===== config.mk =====
export PLATFORM = sky130hd
export DESIGN_NAME = fetch_unit
export DESIGN_NICKNAME = d
export VERILOG_FILES = /design/src/rtl/cpu_pkg.sv /design/src/rtl/pc_register.sv /design/src/rtl/fetch_unit.sv
export SDC_FILE = /design/constraint.sdc
export NUM_CORES = 1
export LEC_CHECK = 0
export BUFFER_PORTS_ARGS = -buffer_cell sky130_fd_sc_hd__buf_2
export CAP_MARGIN = 30
export CELL_PAD_IN_SITES_DETAIL_PLACEMENT = 1
export CELL_PAD_IN_SITES_GLOBAL_PLACEMENT = 2
export CORE_ASPECT_RATIO = 0.8
export CORE_UTILIZATION = 38
export CTS_CLUSTER_SIZE = 28
export DETAILED_ROUTE_END_ITERATION = 12
export PLACE_DENSITY_LB_ADDON = 0.3
export SETUP_SLACK_MARGIN = 0.5
export SLEW_MARGIN = 20
export SYNTH_ARGS = -nofsm -noshare
export SYNTH_HDL_FRONTEND = slang
export SYNTH_HIERARCHICAL = 1
export SYNTH_SLANG_ARGS = --single-unit

===== constraint.sdc =====
create_clock -name Clk -period 4.57 [get_ports Clk]
set_clock_uncertainty 0.2 [all_clocks]
set_input_delay 0 -clock Clk [delete_from_list [all_inputs] [get_ports Clk]]
set_output_delay 0 -clock Clk [all_outputs]
set_load 0.02 [all_outputs]

===== src/rtl/cpu_pkg.sv =====
// Shared definitions for the instruction fetch path.
// Contents: fetch FSM state encoding, the HALT opcode value, the two-byte
// opcode prefix, and a helper that classifies an opcode byte.
package cpu_pkg;

    typedef enum logic [1:0] {
        FETCH_OP  = 2'd0,
        FETCH_IMM = 2'd1,
        HALT      = 2'd2
    } fetch_state_t;

    localparam logic [7:0] HALT_OPCODE     = 8'hFF;
    localparam logic [1:0] TWO_BYTE_PREFIX = 2'b10;

    // 8'hFF has top bits 2'b11, so it can never be mistaken for a two-byte opcode.
    function automatic logic is_two_byte(input logic [7:0] op);
        return op[7:6] == TWO_BYTE_PREFIX;
    endfunction

endpackage


===== src/rtl/pc_register.sv =====
// 8-bit program counter with load / increment / hold.
// Ports:
//   clk, rst_n  - clock, asynchronous active-low reset (loads RESET_VALUE)
//   load        - load load_value (wins over inc)
//   load_value  - value loaded when load=1
//   inc         - increment by one, modulo 256
//   pc          - current counter value
module pc_register #(
    parameter logic [7:0] RESET_VALUE = 8'h00
) (
    input  logic       clk,
    input  logic       rst_n,
    input  logic       load,
    input  logic [7:0] load_value,
    input  logic       inc,
    output logic [7:0] pc
);

    // NOTE: sequential state uses non-blocking assignments so every register
    // samples its inputs from before the edge, independent of statement order.
    always_ff @(posedge clk or negedge rst_n) begin
        if (!rst_n) begin
            pc <= RESET_VALUE;
        end else if (load) begin
            pc <= load_value;
        end else if (inc) begin
            pc <= pc + 8'd1;  // wraps 8'hFF -> 8'h00
        end
    end

endmodule


===== src/rtl/fetch_unit.sv =====
// Instruction fetch unit: reads one byte per cycle from a combinational
// instruction memory, assembles one- and two-byte instructions and hands them
// to decode over a Valid/Ready handshake. 8'hFF halts fetching until a redirect.
// Ports:
//   Clk, Rst_N        - clock, asynchronous active-low reset
//   Address           - byte address to instruction memory (always the PC)
//   Instruction       - byte returned by memory at Address, same cycle
//   Ready             - decode accepts the output when Valid && Ready
//   Redirect          - branch/jump taken; highest priority event
//   Redirect_Target   - new PC when Redirect=1
//   Valid             - Opcode/Operand/Fetch_PC hold a complete instruction
//   Opcode, Operand   - instruction byte and immediate (8'h00 if one-byte)
//   Fetch_PC          - address of the opcode byte
//   Halted            - HALT instruction fetched and no redirect since
module fetch_unit
    import cpu_pkg::*;
#(
    parameter logic [7:0] RESET_PC = 8'h00
) (
    input  logic       Clk,
    input  logic       Rst_N,
    output logic [7:0] Address,
    input  logic [7:0] Instruction,
    input  logic       Ready,
    input  logic       Redirect,
    input  logic [7:0] Redirect_Target,
    output logic       Valid,
    output logic [7:0] Opcode,
    output logic [7:0] Operand,
    output logic [7:0] Fetch_PC,
    output logic       Halted
);

    fetch_state_t state;
    logic [7:0]   pc;
    logic [7:0]   pend_opcode;  // opcode byte of a two-byte instruction in flight
    logic [7:0]   pend_pc;
    logic         slot_free;
    logic         pc_inc;

    assign Address   = pc;
    assign slot_free = !Valid || Ready;

    // The PC advances on every byte consumed; a HALT opcode is presented but
    // not stepped over, and a redirect overrides everything.
    // NOTE: always_comb assigns a default first so every path drives pc_inc
    // and no latch is inferred.
    always_comb begin
        pc_inc = 1'b0;
        if (!Redirect) begin
            unique case (state)
                FETCH_OP:  pc_inc = slot_free && (Instruction != HALT_OPCODE);
                FETCH_IMM: pc_inc = 1'b1;
                default:   pc_inc = 1'b0;
            endcase
        end
    end

    pc_register #(
        .RESET_VALUE(RESET_PC)
    ) u_pc (
        .clk        (Clk),
        .rst_n      (Rst_N),
        .load       (Redirect),
        .load_value (Redirect_Target),
        .inc        (pc_inc),
        .pc         (pc)
    );

    always_ff @(posedge Clk or negedge Rst_N) begin
        if (!Rst_N) begin
            state       <= FETCH_OP;
            Valid       <= 1'b0;
            Opcode      <= 8'h00;
            Operand     <= 8'h00;
            Fetch_PC    <= RESET_PC;
            Halted      <= 1'b0;
            pend_opcode <= 8'h00;
            pend_pc     <= RESET_PC;
        end else if (Redirect) begin
            // Any presented instruction is consumed or dropped; a pending
            // opcode is abandoned simply by leaving FETCH_IMM.
            state  <= FETCH_OP;
            Valid  <= 1'b0;
            Halted <= 1'b0;
        end else begin
            unique case (state)
                FETCH_OP: begin
                    if (slot_free) begin
                        if (Instruction == HALT_OPCODE) begin
                            Opcode   <= Instruction;
                            Operand  <= 8'h00;
                            Fetch_PC <= pc;
                            Valid    <= 1'b1;
                            Halted   <= 1'b1;
                            state    <= HALT;
                        end else if (is_two_byte(Instruction)) begin
                            pend_opcode <= Instruction;
                            pend_pc     <= pc;
                            Valid       <= 1'b0;
                            state       <= FETCH_IMM;
                        end else begin
                            Opcode   <= Instruction;
                            Operand  <= 8'h00;
                            Fetch_PC <= pc;
                            Valid    <= 1'b1;
                        end
                    end
                end
                // Valid is always low here, so the slot is free by construction.
                FETCH_IMM: begin
                    Opcode   <= pend_opcode;
                    Operand  <= Instruction;
                    Fetch_PC <= pend_pc;
                    Valid    <= 1'b1;
                    state    <= FETCH_OP;
                end
                HALT: begin
                    if (Valid && Ready) begin
                        Valid <= 1'b0;
                    end
                end
                default: state <= FETCH_OP;
            endcase
        end
    end

endmodule


Word-level counts from Yosys, hierarchy flattened
Index checks and enable logic that the tools add are counted.

cells by class
  equal/unequal tests = 11
  reduce and logical (&&, ||, !) cells = 16
  bitwise gates (word level) = 2
  muxes and demuxes = 31
  add/subtract/negate cells = 1

operators by type and width
  operator                                                          count
  8-bit 2-to-1 mux                                                  11
  8-bit one-hot mux with 2 select lines                             3
  1-bit 2-to-1 mux                                                  10
  2-bit nonzero test                                                5
  3-bit inequality test (second input constant)                     3
  3-bit AND reduction                                               3
  8-bit by 1-bit adder with 8-bit output (second input constant)    1
  8-bit == test (second input constant)                             1
  2-bit 2-to-1 mux                                                  4
  8-bit inequality test (second input constant)                     1
  5-bit AND reduction                                               1
  2-bit == test (second input constant)                             2
  2-bit inequality test (second input constant)                     2
  4-bit inequality test (second input constant)                     1
  2-bit one-hot mux with 2 select lines                             1
  4-bit AND reduction                                               1
  4-bit nonzero test                                                1
  1-bit one-hot mux with 3 select lines                             1
  2-bit by 1-bit == test with 1-bit output (second input constant)  1
  1-bit logical AND                                                 2
  2-bit zero test                                                   1
  1-bit NOT                                                         2
  1-bit one-hot mux with 2 select lines                             1
  1-bit zero test                                                   1
  1-bit logical OR                                                  1

storage, ports and cells
  output and inout port bits = 34
  flip-flop bits (word level) = 52
  input bits = 20

Logic depth before layout (Yosys ltp)
  depth in word-level cells = 7
  depth in mapped cells = 9
  depth with buffers taken out = 8

Modules after synthesis
Netlist, hierarchy kept.

by module, submodules not included
  module       cells an instance  seq. area each (µm²)  area each (µm²)  instances
  fetch_unit   157                1101.1                2078.2           1
  pc_register  49                 200.2                 450.4            1

Least setup slack after synthesis
Ideal clock, no wire load.

  path type = register to register
  from = reg state[0]
  to = reg u_pc.pc[5]
  required time = 4.301 ns
  slack = 2.307 ns
  setup time = 0.069 ns
  cell stages (with the launch flop) = 10
  clock period less this slack = 2.263 ns
  arrival time = 1.994 ns
  path buffers = 1
  path through = dfrtp_1 -> inv_1 -> ha_1 -> and2b_1 -> nand2_1 -> o21ai_0 -> buf_4 -> nand4_4 -> or4_1 -> nand3_1

between the ends
  cells in the longest elaborated chain, start to end = 4
  elaborated cells on any way between the ends = 5
  classes of those cells = eq/ne: 1; mux: 2; reduce/logical: 2

RTL lines
  what                                                                                line               RTL
  from (decl)                                                                         fetch_unit.sv:34   fetch_state_t state;
  from (signal assigned)                                                              fetch_unit.sv:72   state <= FETCH_OP;
  from (signal assigned)                                                              fetch_unit.sv:83   state <= FETCH_OP;
  from (signal assigned)                                                              fetch_unit.sv:96   state <= HALT;
  2-bit by 1-bit == test with 1-bit output / 2-bit zero test (equally long branches)  fetch_unit.sv:51   unique case (state)
  1-bit one-hot mux with 2 select lines (*)                                           fetch_unit.sv:51
  1-bit 2-to-1 mux (*)                                                                fetch_unit.sv:50   if (!Redirect) begin
  via pc_inc                                                                          fetch_unit.sv:39   logic pc_inc;
  2-bit nonzero test (no source line) (*)                                             -
  to (signal assigned)                                                                pc_register.sv:25  pc <= load_value;
  to (signal assigned)                                                                pc_register.sv:27  pc <= pc + 8'd1;
  to (decl)                                                                           pc_register.sv:16  output logic [7:0] pc

Mark *: on every way through the listed nets, which the timed path passes. The rest lies on a longest branch.
A chain may end at the register's enable or synchronous reset.

Worst setup path in the final report
  from = reg state[1]
  to = reg u_pc.pc[4]

Same word-level chain as after synthesis.

==> summary.json <==
{
  "drt_first_iter_violations": 48,
  "via_count": 1893,
  "worst_setup_path_start_kind": "flop",
  "synth_edf_count": 0,
  "whs_ns": 0.151,
  "gr_peak_layer": "met2",
  "p_switching_uw": 436,
  "syn_area_per_cell_um2": 12.3,
  "run_status": "finished, final reports clean",
  "total_leakage_power_uw": 0.00148,
  "antenna_cells": 0,
  "placementRows": 26,
  "async_flop_share_pct": 100,
  "htree_num_levels": 2,
  "cts_buffer_depth": 2,
  "critical_path_class": "flop to flop",
  "min_period_over_period_pct": 68.0,
  "synthesis.instances": 206,
  "complex_gate_fraction_of_the_synthesized_area_pct": 5.99,
  "worst_hold_path_type": "input port to asynchronous set/reset pin",
  "cts_root_buf": "clkbuf_8",
  "initial_utilization_pct": 39.5,
  "grt_overflow_total": 0,
  "route.detailed.wl_per_inst_um": 15.5,
  "drc": 0,
  "worst_slew_margin_rel_pct": 50.2,
  "yosys.area_share.simple_pct": 11.3,
  "synth-warning-count": 6,
  "finalNetCount": 318,
  "wirelength_um": 5880,
  "cp_cell_sequence": "inv_1 -> ha_1 -> and2b_1 -> nand2_1 -> o21ai_0 -> clkbuf_2 -> nand4_1 -> xor2_1 -> o21ai_1 -> dlygate4sd3_1",
  "internal-power_uw": 882,
  "tritoncts.num_buffers": 5,
  "period_minus_slack_ns": 3.11,
  "io-pin-count": 54,
  "timing_worst_slew_pin_value_ns": 0.748,
  "worst-endpoint-required_ns": 4.61,
  "groute.usage.overall_pct": 18.5,
  "finalHoldViolCount": 0,
  "area_growth_pct": 30.2,
  "source_to_sink_clock_delay_at_the_later_pin_of_the_worst_skew_pair_ns": 0.30,
  "totalPowerFinal_uw": 1320,
  "vdd_drop_max_mv": 0.211,
  "reg2reg_slack_ns": 1.46,
  "clock.fmax_mhz": 322,
  "p_per_area_nw_per_um2": 400,
  "synth_fp_nets": 230,
  "synth-adder-area-share_pct": 1.98,
  "timing.setup.tns_ns": 0,
  "post-cts-setup-buffers": 0,
  "drtAntennaViolNets": 0,
  "postSynth.topFlopCell": "dfrtp_1",
  "grt.met1_usage_pct": 26.6,
  "switching_power_share_of_the_total_pct": 33.1,
  "cts-hold-fix-buffers": 33,
  "use_met2_pct": 28.4,
  "finalInstanceArea_um2": 3290,
  "worst_path_largest_cell_delay_ns": 0.57,
  "crit_path_end_kind": "flop",
  "synth_top_family_by_area": "multiplexers",
  "yosys.cell_types.count": 37,
  "portBuffers": 53,
  "clock_sinks": 52,
  "detail_route.vias_per_cell": 4.99,
  "antenna_found_initial": 0,
  "first_global_vias": 1913,
  "path_max_fanout": 7,
  "power.sequential.fraction_pct": 48.0,
  "syn_area_um2": 2530,
  "rsz0062_at_grt": "no",
  "synthXorXnorAreaFrac_pct": 1.39,
  "fin_util_pct": 51.4,
  "regToRegStartpoint": "state[1]",
  "ys_ff_latch": 52,
  "drv_cap": 0,
  "cts_tree": "yes",
  "finalWeightedCongestion": 0.762,
  "worstRegToRegCells": 10,
  "die_x_um": 93.2,
  "grt_pass1_wl_um": 9780,
  "combinationalPowerShare_pct": 31.2,
  "reg2reg_to": "u_pc/pc[4]",
  "cts.clk_slew.worst_paths_ns": 0.10,
  "dpl-instance-area_um2": 2870,
  "cp_slowest_cell": "dlygate4sd3_1",
  "grt_start_max_net_pins": 53,
  "dpl.hpwl_um": 3720,
  "worst_ep_arrival_time_ns": 3.15,
  "synth.mux.area_fraction_pct": 24.0,
  "cts.repair.resized": 0,
  "die-area_um2": 6990,
  "pwr-share-clk_pct": 20.8,
  "final_layout_size_suffix_gt1_share_pct": 35.3,
  "setup_viol": 0,
  "grt.met3_usage_pct": 4.24,
  "firstDrtPassIters": 4,
  "die_y_um": 75.0,
  "timing.final.max_slew_violations": 0,
  "design.core.area_um2": 6410,
  "synth_sequential_area_ratio_pct": 51.5
}
[stage by stage]
step	std cells	setup WS [ns]
floorplan	206	2.31
detailed placement	337	1.55
global route	379	1.25
global placement	337	1.71
CTS	378	1.25
finish	379	1.46
[state kept, by name, summed over array words and instances, names as in the netlist]
| signal | flops |
|---|---|
| state | 2 |
| pend_opcode | 8 |
| u_pc/pc | 8 |
| pend_pc | 8 |
| Opcode | 8 |
| Fetch_PC | 8 |
| Valid | 1 |
| Halted | 1 |
| Operand | 8 |
[power by group through the flow]
stage                     Sequential, uW  Clock [uW]  Combinational [uW]
after floorplan                      716           0                 177
after global routing                 651         303                 450
final                                633         274                 411
after global placement               638           0                 381
after detailed placement             642           0                 385
after CTS                            634         284                 414
[metal layers]
metal	part of all wire, %	vias up
met1	49	947
met3	3.3	6
met5	0	-
li1	-	900
met2	47	40
met4	1.1	0
[cell usage after synthesis, types with 2 or more instances]
cell type  count  area, um^2
clkbuf_1       3        11.3
nand2b_1       4        25.0
dfrtp_1       52        1300
or4_1          3        22.5
mux2_1        12         135
o21ai_1        2        10.0
and2b_1        2        15.0
nand4_1        4        25.0
mux2_2        34         383
ha_1           4        50.1
nor2b_1        4        25.0
nand3_1        5        25.0
a21oi_1        3        15.0
buf_2          3        15.0
inv_1         11        41.3
xor2_1         3        26.3
buf_6          2        22.5
nand2_1       19        71.3
and2_1         2        12.5
nor2_1         2        7.51
o21ai_0        8        40.0
mux2i_1        9        90.1
[worst max path at each step]
stage	cells past startpoint	start	endpoint	slack [ns]
6_report	10	state[1]	u_pc/pc[4]	1.46
5_1_grt	10	state[1]	u_pc/pc[4]	1.25
4_1_cts	9	state[1]	u_pc/pc[3]	1.25
3_5_place_dp	8	state[1]	u_pc/pc[7]	1.55
3_3_place_gp	8	state[0]	u_pc/pc[5]	1.71
2_1_floorplan	9	state[0]	u_pc/pc[5]	2.31
[cells by family after synthesis]
group / after synthesis
multiplexers: 55
flip-flops: 52
AND/OR/NAND/NOR: 50
AO/OA/AOI/OAI: 21
buffers and inverters: 20
XOR/XNOR: 4
adder cells (fa/ha/maj): 4
[cell usage in the layout, fill, tap and decap left out, types with 2 or more instances in the layout]
cell type / netlist / layout
dfrtp_1: 52 / 52
buf_4: 1 / 3
dlygate4sd3_1: 0 / 33
clkinv_2: 0 / 2
nand2b_1: 4 / 4
clkbuf_8: 0 / 6
buf_2: 3 / 53
xor2_1: 3 / 3
mux2_1: 12 / 12
mux2i_1: 9 / 9
nor2_1: 2 / 2
nand4_1: 4 / 4
nand3_1: 5 / 5
a21oi_1: 3 / 3
nor2b_1: 4 / 4
or4_1: 3 / 3
mux2_2: 34 / 34
o21ai_1: 2 / 2
ha_1: 4 / 4
o21ai_0: 8 / 8
and2_1: 2 / 2
inv_1: 11 / 11
nand2_1: 19 / 19
and2b_1: 2 / 2
[worst max-delay path: cells and delay by family, from the launching register on]
kind            cells  cell delay (ns)
buf+inv             3             0.93
compound gates      2             0.54
fa+ha+maj           1             0.34
flops               1             0.42
xor+xnor            1             0.17
simple gates        3             0.46
[cell type report]
cell class | count | area, um^2
Clock inverter | 2 | 10.0
Clock buffer | 6 | 82.6
Inverter | 11 | 41.3
Tap cell | 84 | 105
Fill cell | 715 | 3120
Sequential cell | 52 | 1300
Multi-Input combinational cell | 134 | 1130
Timing Repair Buffer | 90 | 623
(Power assumes the default switching activity.)
